`src/rtl/nn_pkg.sv`:
```
// nn_pkg: shared defaults, FSM state type and constants for layer_sequencer.
package nn_pkg;

    localparam int NUM_ROWS_DEFAULT = 10;
    localparam int MAX_WAIT_DEFAULT = 1023;
    localparam int ROW_IDX_W        = 4;
    localparam int DATA_W           = 32;

    localparam logic [DATA_W-1:0] SAT_VALUE = 32'h7FFF_FFFF;
    localparam logic [DATA_W-1:0] MAX_INIT  = 32'h8000_0000;

    typedef enum logic [2:0] {
        IDLE,
        LAUNCH,
        WAIT,
        STORE,
        NEXT,
        FINISH,
        DRAIN,
        ERROR
    } seq_state_t;

endpackage

```
`src/rtl/flex_counter.sv`:
```
// flex_counter: clearable up-counter that wraps to zero once it reaches rollover_val-1.
module flex_counter #(
    parameter int NUM_CNT_BITS = 4
) (
    input  logic                    clk,
    input  logic                    n_rst,
    input  logic                    clear,
    input  logic                    count_enable,
    input  logic [NUM_CNT_BITS-1:0] rollover_val,
    output logic [NUM_CNT_BITS-1:0] count_out,
    output logic                    rollover_flag
);

    localparam logic [NUM_CNT_BITS-1:0] CNT_ONE = NUM_CNT_BITS'(1);

    // Flag marks the final count so the owner can stop before the wrap.
    assign rollover_flag = (count_out == (rollover_val - CNT_ONE));

    always_ff @(posedge clk or negedge n_rst) begin
        if (!n_rst) begin
            count_out <= '0;
        end else if (clear) begin
            count_out <= '0;
        end else if (count_enable) begin
            count_out <= rollover_flag ? '0 : count_out + CNT_ONE;
        end
    end

endmodule

```
`src/rtl/layer_sequencer.sv`:
```
// layer_sequencer: steps a row multiplier through one image, stores each row and tracks the arg-max.
// Build option: define OVF_SATURATE_EN to replace overflowed rows with the positive saturation value.
module layer_sequencer
    import nn_pkg::*;
#(
    parameter int NUM_ROWS = NUM_ROWS_DEFAULT,
    parameter int MAX_WAIT = MAX_WAIT_DEFAULT
) (
    input  logic              clk,
    input  logic              n_rst,
    input  logic              start,
    input  logic              abort,
    output logic [3:0]        row_select,
    output logic              begin_mult,
    input  logic              done_row,
    input  logic [DATA_W-1:0] row_result,
    input  logic              overflow,
    input  logic              w_result_ena,
    output logic              result_wr_en,
    output logic [3:0]        result_wr_addr,
    output logic [DATA_W-1:0] result_wr_data,
    output logic              busy,
    output logic              done,
    output logic              error,
    output logic [3:0]        class_out,
    output logic [DATA_W-1:0] max_value,
    output logic              ovf_sticky
);

    localparam int WD_W = $clog2(MAX_WAIT + 1);
    localparam logic [WD_W-1:0] WD_LIMIT = WD_W'(MAX_WAIT - 1);
    localparam logic [WD_W-1:0] WD_ONE   = WD_W'(1);

    seq_state_t            state;
    logic [WD_W-1:0]       wd_cnt;
    logic [ROW_IDX_W-1:0]  row_idx;
    logic                  last_row;
    logic                  cnt_clear;
    logic                  cnt_en;
    logic [DATA_W-1:0]     row_eff;

`ifdef OVF_SATURATE_EN
    assign row_eff = overflow ? SAT_VALUE : row_result;
`else
    assign row_eff = row_result;
`endif

    // Counter moves on the same edge the FSM leaves IDLE/NEXT, so controls are decoded from state.
    always_comb begin
        cnt_clear = (state == IDLE) && start;
        cnt_en    = (state == NEXT) && !abort && !last_row;
    end

    flex_counter #(
        .NUM_CNT_BITS (ROW_IDX_W)
    ) u_row_cnt (
        .clk           (clk),
        .n_rst         (n_rst),
        .clear         (cnt_clear),
        .count_enable  (cnt_en),
        .rollover_val  (ROW_IDX_W'(NUM_ROWS)),
        .count_out     (row_idx),
        .rollover_flag (last_row)
    );

    assign row_select = row_idx;

    always_ff @(posedge clk or negedge n_rst) begin
        if (!n_rst) begin
            state          <= IDLE;
            wd_cnt         <= '0;
            begin_mult     <= 1'b0;
            result_wr_en   <= 1'b0;
            result_wr_addr <= '0;
            result_wr_data <= '0;
            busy           <= 1'b0;
            done           <= 1'b0;
            error          <= 1'b0;
            class_out      <= '0;
            max_value      <= MAX_INIT;
            ovf_sticky     <= 1'b0;
        end else begin
            begin_mult   <= 1'b0;
            result_wr_en <= 1'b0;
            done         <= 1'b0;

            case (state)
                IDLE: begin
                    if (start) begin
                        state      <= LAUNCH;
                        begin_mult <= 1'b1;
                        busy       <= 1'b1;
                        error      <= 1'b0;
                        ovf_sticky <= 1'b0;
                        max_value  <= MAX_INIT;
                        class_out  <= '0;
                        wd_cnt     <= '0;
                    end
                end

                LAUNCH: begin
                    wd_cnt <= '0;
                    if (abort) begin
                        state <= IDLE;
                        busy  <= 1'b0;
                    end else begin
                        state <= WAIT;
                    end
                end

                WAIT: begin
                    if (abort) begin
                        // A row finishing in the abort cycle needs no drain.
                        if (done_row) begin
                            state <= IDLE;
                            busy  <= 1'b0;
                        end else begin
                            state <= DRAIN;
                        end
                    end else if (done_row && w_result_ena) begin
                        state          <= STORE;
                        result_wr_en   <= 1'b1;
                        result_wr_addr <= row_idx;
                        result_wr_data <= row_eff;
                        if (overflow) begin
                            ovf_sticky <= 1'b1;
                        end
                    end else if (wd_cnt == WD_LIMIT) begin
                        state <= ERROR;
                        error <= 1'b1;
                    end else begin
                        wd_cnt <= wd_cnt + WD_ONE;
                    end
                end

                STORE: begin
                    if (abort) begin
                        state <= IDLE;
                        busy  <= 1'b0;
                    end else begin
                        state <= NEXT;
                        if ($signed(result_wr_data) > $signed(max_value)) begin
                            max_value <= result_wr_data;
                            class_out <= result_wr_addr;
                        end
                    end
                end

                NEXT: begin
                    if (abort) begin
                        state <= IDLE;
                        busy  <= 1'b0;
                    end else if (last_row) begin
                        state <= FINISH;
                        done  <= 1'b1;
                    end else begin
                        state      <= LAUNCH;
                        begin_mult <= 1'b1;
                    end
                end

                FINISH: begin
                    state <= IDLE;
                    busy  <= 1'b0;
                end

                DRAIN: begin
                    if (done_row) begin
                        state <= IDLE;
                        busy  <= 1'b0;
                    end
                end

                ERROR: begin
                    state <= IDLE;
                    busy  <= 1'b0;
                end

                default: begin
                    state <= IDLE;
                    busy  <= 1'b0;
                end
            endcase
        end
    end

endmodule

```
`config.mk`:
```
export PLATFORM = sky130hd
export DESIGN_NAME = layer_sequencer
export DESIGN_NICKNAME = d
export VERILOG_FILES = /design/src/rtl/nn_pkg.sv /design/src/rtl/flex_counter.sv /design/src/rtl/layer_sequencer.sv
export SDC_FILE = /design/constraint.sdc
export NUM_CORES = 1
export LEC_CHECK = 0
export CAP_MARGIN = 40
export CORE_UTILIZATION = 35
export DETAILED_ROUTE_END_ITERATION = 10
export MAX_ROUTING_LAYER = met4
export SLEW_MARGIN = 20
export SYNTH_ARGS = -nofsm -noshare
export SYNTH_HDL_FRONTEND = slang
export SYNTH_HIERARCHICAL = 1
export SYNTH_SLANG_ARGS = --single-unit
```
`constraint.sdc`:
```
create_clock -name clk -period 2.8 [get_ports clk]
set_input_delay 0.56 -clock clk [delete_from_list [all_inputs] [get_ports clk]]
set_output_delay 0.56 -clock clk [all_outputs]
set_load 0.05 [all_outputs]
```
Word level (Yosys, flattened, before mapping)
Index checks and enable logic that the tools add are counted.

Input port bits: 39. Bits in registers: 95. Output and inout bits: 82. Logic and storage cells: 110.

Add/sub/neg operators: 2. Equal/unequal tests: 22. Reduce and logical (&&, ||, !) cells: 20. Bitwise logic cells: 1. Magnitude comparators: 1. Multiplexer cells: 51.

Operators with widths (number): $mux W32 (3); $pmux W32 S2 (1); $mux W10 (4); $gt A32 B32 Y1 (1); $pmux W10 S3 (1); $mux W3 (9); $mux W4 (6); $ne A2 B2 Y1 const B (11); $pmux W3 S7 (1); $mux W1 (20); $reduce_and A5 Y1 (3); $eq A3 B3 Y1 const B (4); $add A10 B1 Y10 const B (1); $eq A10 B10 Y1 const B (1); $reduce_and A3 Y1 (3); $pmux W4 S2 (1); $eq A3 B2 Y1 const B (2); $pmux W1 S2 (3); $reduce_bool A2 Y1 (3); $pmux W1 S5 (1); $add A4 B1 Y4 const B (1); $eq A4 B4 Y1 const B (1); $logic_and A1 B1 Y1 (4); $ne A4 B4 Y1 const B (1); other kinds (10) (11).

Longest topological paths before layout
Gate-level depths: netlist of run 1.

Depth in word-level cells: 5. Depth in mapped cells: 11. Depth with buffers taken out: 9.

Hierarchy
The synthesis of run 1 kept the hierarchy.

Modules (own cells, without submodules): layer_sequencer (cells an instance 383, sequential area each 2278.4 sq um, times used 1, area an instance 4444.3 sq um); flex_counter (cells an instance 32, sequential area each 100.1 sq um, times used 1, area an instance 332.8 sq um).

Worst setup path after synthesis of run 1
No wires, ideal clock.

Path type: register -> register. Start: reg max_value[31]. End: reg max_value[10]. Path buffers: 2. Cell stages (with the launch flop): 12. Slack: -0.060 ns. Required time: 2.679 ns. Arrival time: 2.739 ns. Clock period less this slack: 2.860 ns. Library setup time: 0.121 ns. Cells stage by stage: dfstp_2 -> inv_1 -> ha_1 -> nand4_2 -> nor2_2 -> nand2_1 -> or4_4 -> o211a_4 -> o21a_1 -> buf_2 -> buf_4 -> a22o_1.

Word-level cells in the longest chain between the ends: 3.

Ends and longest elaborated chain: start, declared (line layer_sequencer.sv:26) `output logic [DATA_W-1:0] max_value,`; start signal, assigned (line layer_sequencer.sv:143) `max_value <= result_wr_data;`; $gt A32 B32 Y1 (line layer_sequencer.sv:142) `if ($signed(result_wr_data) > $signed(max_value)) begin`; $ne A2 B2 Y1 (no source line); $reduce_and A4 Y1 (no source line).

Every way passes these cells. A chain may end at the register's enable or synchronous reset.

Final worst setup path of run 1
Start: reg max_value[31]. End: reg max_value[30].

Same word-level chain as after synthesis.

==> impl_metrics.ini, run 1 <==
[yosys]
ys_ff_latch = 95
synth.distinct_cells = 56
yosys-top-cells-area = dfrtp_1, ha_1, mux2_2, a22o_1, inv_1
yosysTopAreaCellShare_pct = 49.2
synth_cells = 415
syn-cell-area_mm2 = 0.00478
async_reset_ff_share_pct = 100
synth_flop_cell = dfrtp_1
yosysSeqAreaShare_pct = 49.8
synth_top_area_cell = dfrtp_1
ys_warn_count = 6
synth_edf_count = 0
syn_avg_cell_area_um2 = 11.5

[drt]
detail_route.first_pass.iterations = 4
wire_per_inst_um = 15.0
wirelength_mm = 11.1
antenna_left = 0
drt_first_iter_violations = 210
drc_errors = 0
num_vias = 3681
avgViaCountPerCell = 4.97

[layout]
nets = 635
fin_area_mm2 = 0.00668
layout-drive-gt1-share_pct = 15.9
final_cell_mix = clkdlybuf4s50_1, dfrtp_1, inv_1, a22o_1, ha_1
fillers = 1214
final_core_util_pct = 50.2
num_antenna_cells = 0
synthToLayoutAreaGrowth_pct = 39.8
final_cells = 741
mostFrequentLayoutCell = clkdlybuf4s50_1

[timing]
finalSetupTns_ps = 0
rsz0062_at_grt = no
post-route-min-period_ps = 2630
whs_ps = 212
max_clock_freq_ghz = 0.381
hold_viol = 0
slew_violations = 0
setup_ws_ps = 173
slew_headroom_pct = 59.1
tightest_slew_ps = 613
setup_viol = 0
post-route-period-util_pct = 93.8
fin_skew_ps = 8.31

[global_routing]
antenna_found_initial = 0
grt_max_degree = 49
track_usage_pct = 17.4
first_global_vias = 3703
grt-ovfl-total = 0
grt_pass1_wl_mm = 18.8

[floorplanning]
die-area_mm2 = 0.0141
die_w_um = 119
ios = 121
std_cell_rows = 42
die_h_um = 119
core-area_mm2 = 0.0133
start_util_pct = 35.9

[clock_tree]
path_clk_slew_ps = 70
clock_sinks = 95
numCtsBuffers = 9
clock-root-buffer = clkbuf_16
clk_latency_ps = 350
clockBufferDepth = 2
hold_buffers = 0
cts_tree = done
htreeDepth = 3
cts_setup_buffers = 1
ctsResizeCount = 0

[power]
p_leak_nw = 2.94
ir_worst_vdd_mv = 0.459
power.density_mw_per_mm2 = 1160
finalPower_mw = 7.77

[setup_path]
cp_max_fo = 27
slowest_delay_ps = 540
cp.arrival_ps = 2860
cp_cell_sequence = inv_2, ha_4, nand4_2, nor2_2, nand2_1, or4_4, o22ai_2, o221ai_4, buf_12, a22o_1
startpoint_type = register
path_class = register to register
crit_slowest_cell = dfstp_2
crit_required_ps = 3040
cp_top_family = simple AND/OR/NAND/NOR gates
crit_buf_inv = 2
cp-end-kind = register
reg2reg_setup_slack_ps = 170

[hold_path]
worstHoldPathType = input pin to asynchronous set/reset pin

[place]
hpwl_mm = 8.09
place.gp.congestion = 0.776
placed_cells = 724
post_dp_cell_area_mm2 = 0.00634
post-place-ws_ps = -12.0
port_buffers = 120

[run_status]
status = complete, no violations

[run]
drv_cap = 0
[final timing paths]
path,from,end,cells past startpoint
max,max_value[31],max_value[30],10
min,n_rst,max_value[19],1
max reg2reg,max_value[31],max_value[30],10
min reg2reg,ovf_sticky,ovf_sticky,2
max in group asynchronous,n_rst,error,2
min in group clk,ovf_sticky,ovf_sticky,2
[power breakdown]
part	total, mW	switching, mW	internal (mW)
combinational	4.25	2.55	1.70
sequential	2.17	0.411	1.76
clock	1.36	0.550	0.810
total	7.77	3.51	4.27
[routing by layer]
metal	vias to the layer above	track usage (%)	share of wire (%)
met5	-	-	0
met4	0	6.41	1.5
met3	13	4.17	5.1
met2	96	26.5	48
met1	1805	22.6	46
li1	1767	-	-
[final cells by class]
class | count | area [um2] | area share, %
Clock inverter | 6 | 91.3 | 1.37
Inverter | 41 | 154 | 2.31
Timing Repair Buffer | 144 | 1420 | 21.2
Sequential cell | 95 | 2380 | 35.6
Multi-Input combinational cell | 269 | 2180 | 32.6
Clock buffer | 10 | 239 | 3.58
Tap cell | 176 | 220 | 3.30
[state kept, by name (all words and copies together), names as in the netlist, 3 cells and up]
| signal | cells |
|---|---|
| state | 3 |
| result_wr_data | 32 |
| result_wr_addr | 4 |
| wd_cnt | 10 |
| max_value | 32 |
| class_out | 4 |
| u_row_cnt/count_out | 4 |
[logic make-up after synthesis]
group,Yosys count,synth area share (%)
XOR/XNOR,17,3.43
AND/OR/NAND/NOR,86,9.53
multiplexers,35,8.22
other,2,0.157
AO/OA/AOI/OAI,87,14.0
flip-flops,95,49.8
adder cells (fa/ha/maj),36,9.43
buffers and inverters,57,5.39
[cell usage after synthesis (all sizes together), types with 2 or more instances]
cell type	number
dfrtp	94
inv	41
a22o	36
ha	36
mux2	34
nand2	20
a21oi	19
nor2	17
buf	11
nand4	10
o21ai	10
xor2	10
nand3	8
nor3	7
xnor2	6
clkbuf	5
nand2b	5
nor2b	4
o21a	4
a211oi	3
a311oi	3
and2	3
and3	2
conb	2
o211ai	2
o221ai	2
o22ai	2
or2	2
or3	2
Power figures use the tool's default switching activity.
==> inputs of run 2 (changes only) <==
==> constraint.sdc (replaced) <==
create_clock -name clk -period 2.8 [get_ports clk]
set_input_delay 0.84 -clock clk [delete_from_list [all_inputs] [get_ports clk]]
set_output_delay 0.84 -clock clk [all_outputs]
set_load 0.05 [all_outputs]
==> run 2 against run 1 <==
Count of clock-buffer cells in the layout is the same. Register-to-register slack got worse by 150 ps. Non-clock buffer count increased by 12.
==> impl_metrics.ini, run 2 (synthesis results as in run 1) <==
[setup_path]
reg2reg_setup_slack_ps = 20
crit_start = max_value[23]
cp.arrival_ps = 3020
crit_slowest_cell = or4_4
startpoint_type = register
cp_max_fo = 9
crit_buf_inv = 3
slowest_delay_ps = 530
r2r_end = max_value[30]
crit_required_ps = 3050
r2r-start = max_value[23]
cp_top_family = simple AND/OR/NAND/NOR gates
cp_cell_sequence = inv_1, ha_4, nand4_1, nor3_4, nand2_4, or4_4, o22ai_4, o221ai_4, buf_12, buf_6, a22o_1
path_class = register to register
cp-end-kind = register
r2r_cells = 11

[drt]
drt_first_iter_violations = 184
drc_errors = 0
wire_per_inst_um = 15.5
wirelength_mm = 11.7
antenna_left = 0
avgViaCountPerCell = 4.96
num_vias = 3737
detail_route.first_pass.iterations = 4

[timing]
slew_violations = 0
post-route-period-util_pct = 99.2
setup_viol = 0
post-route-min-period_ps = 2780
tightest_slew_ps = 550
hold_viol = 0
max_clock_freq_ghz = 0.360
slew_headroom_pct = 63.2
fin_skew_ps = 11.7
finalSetupTns_ps = 0
rsz0062_at_grt = yes

[floorplanning]
core-area_mm2 = 0.0133
die_w_um = 119
die_h_um = 119
std_cell_rows = 42
ios = 121
start_util_pct = 35.9
die-area_mm2 = 0.0141

[global_routing]
first_global_vias = 3688
grt_pass1_wl_mm = 18.5
grt_max_degree = 48
grt_busiest_layer = met2
grt-ovfl-total = 0
antenna_found_initial = 0
met3_usage_pct = 5.03
gr-usage-met2_pct = 26.8
use_met1_pct = 22.1
track_usage_pct = 17.2

[clock_tree]
clock_sinks = 95
cts_tree = done
clockBufferDepth = 2
hold_buffers = 0
htreeDepth = 3
clk_latency_ps = 350
path_clk_slew_ps = 70
clock-root-buffer = clkbuf_16
numCtsBuffers = 9

[run_status]
status = complete, no violations

[layout]
fin_area_mm2 = 0.00692
reg.largest.list = max_value x32, result_wr_data x32, wd_cnt x10
synthToLayoutAreaGrowth_pct = 44.9
num_antenna_cells = 0
nets = 647
mostFrequentLayoutCell = clkdlybuf4s50_1
final_cells = 753
layout-drive-gt1-share_pct = 18.7
fillers = 1187
final_cell_mix = clkdlybuf4s50_1, dfrtp_1, inv_1, a22o_1, mux2_2

[place]
hpwl_mm = 8.04
post_dp_cell_area_mm2 = 0.00631
port_buffers = 120
place.gp.congestion = 0.834
placed_cells = 718

[hold_path]
worstHoldPathType = input pin to asynchronous set/reset pin

[power]
finalPower_mw = 8.21
power.density_mw_per_mm2 = 1190
p_leak_nw = 3.05
ir_worst_vdd_mv = 0.495

[run]
drv_cap = 0
-- run 2: cell types whose count changed in the layout (fill, tap and decap cells not counted), sizes merged --
| cell | delta |
|---|---|
| clkinv | +1 |
| clkbuf | +2 |
| clkinvlp | -1 |
| buf | +10 |
-- run 2: worst max-delay path by stage --
stage                          to  slack (ps)  cells past startpoint
global placement    max_value[10]          40                     10
floorplan           max_value[10]           3                     11
detailed placement  max_value[10]          10                     10
CTS                 max_value[10]         0.6                     10
finish              max_value[30]          20                     11
global route         max_value[3]         -80                     11
-- run 2: stage by stage --
step	util, %	hold slack, ps	worst slack (ps)
global placement	47.4	497	38.7
CTS	49.9	329	0.629
floorplan	-	490	3.47
finish	52.1	338	23.8
detailed placement	47.4	494	11.3
global route	52.1	340	-75.9
-- run 2: cell type report --
| type | instances | area [um2] | share of cell area (%) |
|---|---|---|---|
| tap | 176 | 220 | 3.18 |
| clock inverter | 6 | 92.6 | 1.34 |
| clock buffer | 10 | 229 | 3.31 |
| sequential | 95 | 2380 | 34.4 |
| multi-input combinational | 269 | 2270 | 32.7 |
| inverter | 41 | 154 | 2.22 |
| timing repair buffer | 156 | 1580 | 22.8 |
-- run 2: power breakdown --
part / total [mW] / switching [mW] / internal (mW)
combinational: 4.66 / 2.69 / 1.97
sequential: 2.22 / 0.465 / 1.76
clock: 1.34 / 0.549 / 0.788
-- run 2: worst reg2reg max path, cell delays in order (launching register included) --
cell and delay (ps):
dfrtp_1 390, inv_1 90, ha_4 270, nand4_1 160, nor3_4 200, nand2_4 70
or4_4 530, o22ai_4 250, o221ai_4 150, buf_12 160, buf_6 150, a22o_1 240
-- run 2: timing repair --
item	CTS	global route
pin swaps	0	24
endpoints found under the setup margin	10	36
setup buffers	0	14
resized for setup	2	11
gates cloned	0	5
-- run 2: per-layer routing --
| layer | part of all wire [%] | up-vias |
|---|---|---|
| met5 | 0 | - |
| met4 | 1.2 | 0 |
| met3 | 4.1 | 10 |
| met2 | 47 | 79 |
| met1 | 48 | 1861 |
| li1 | - | 1787 |
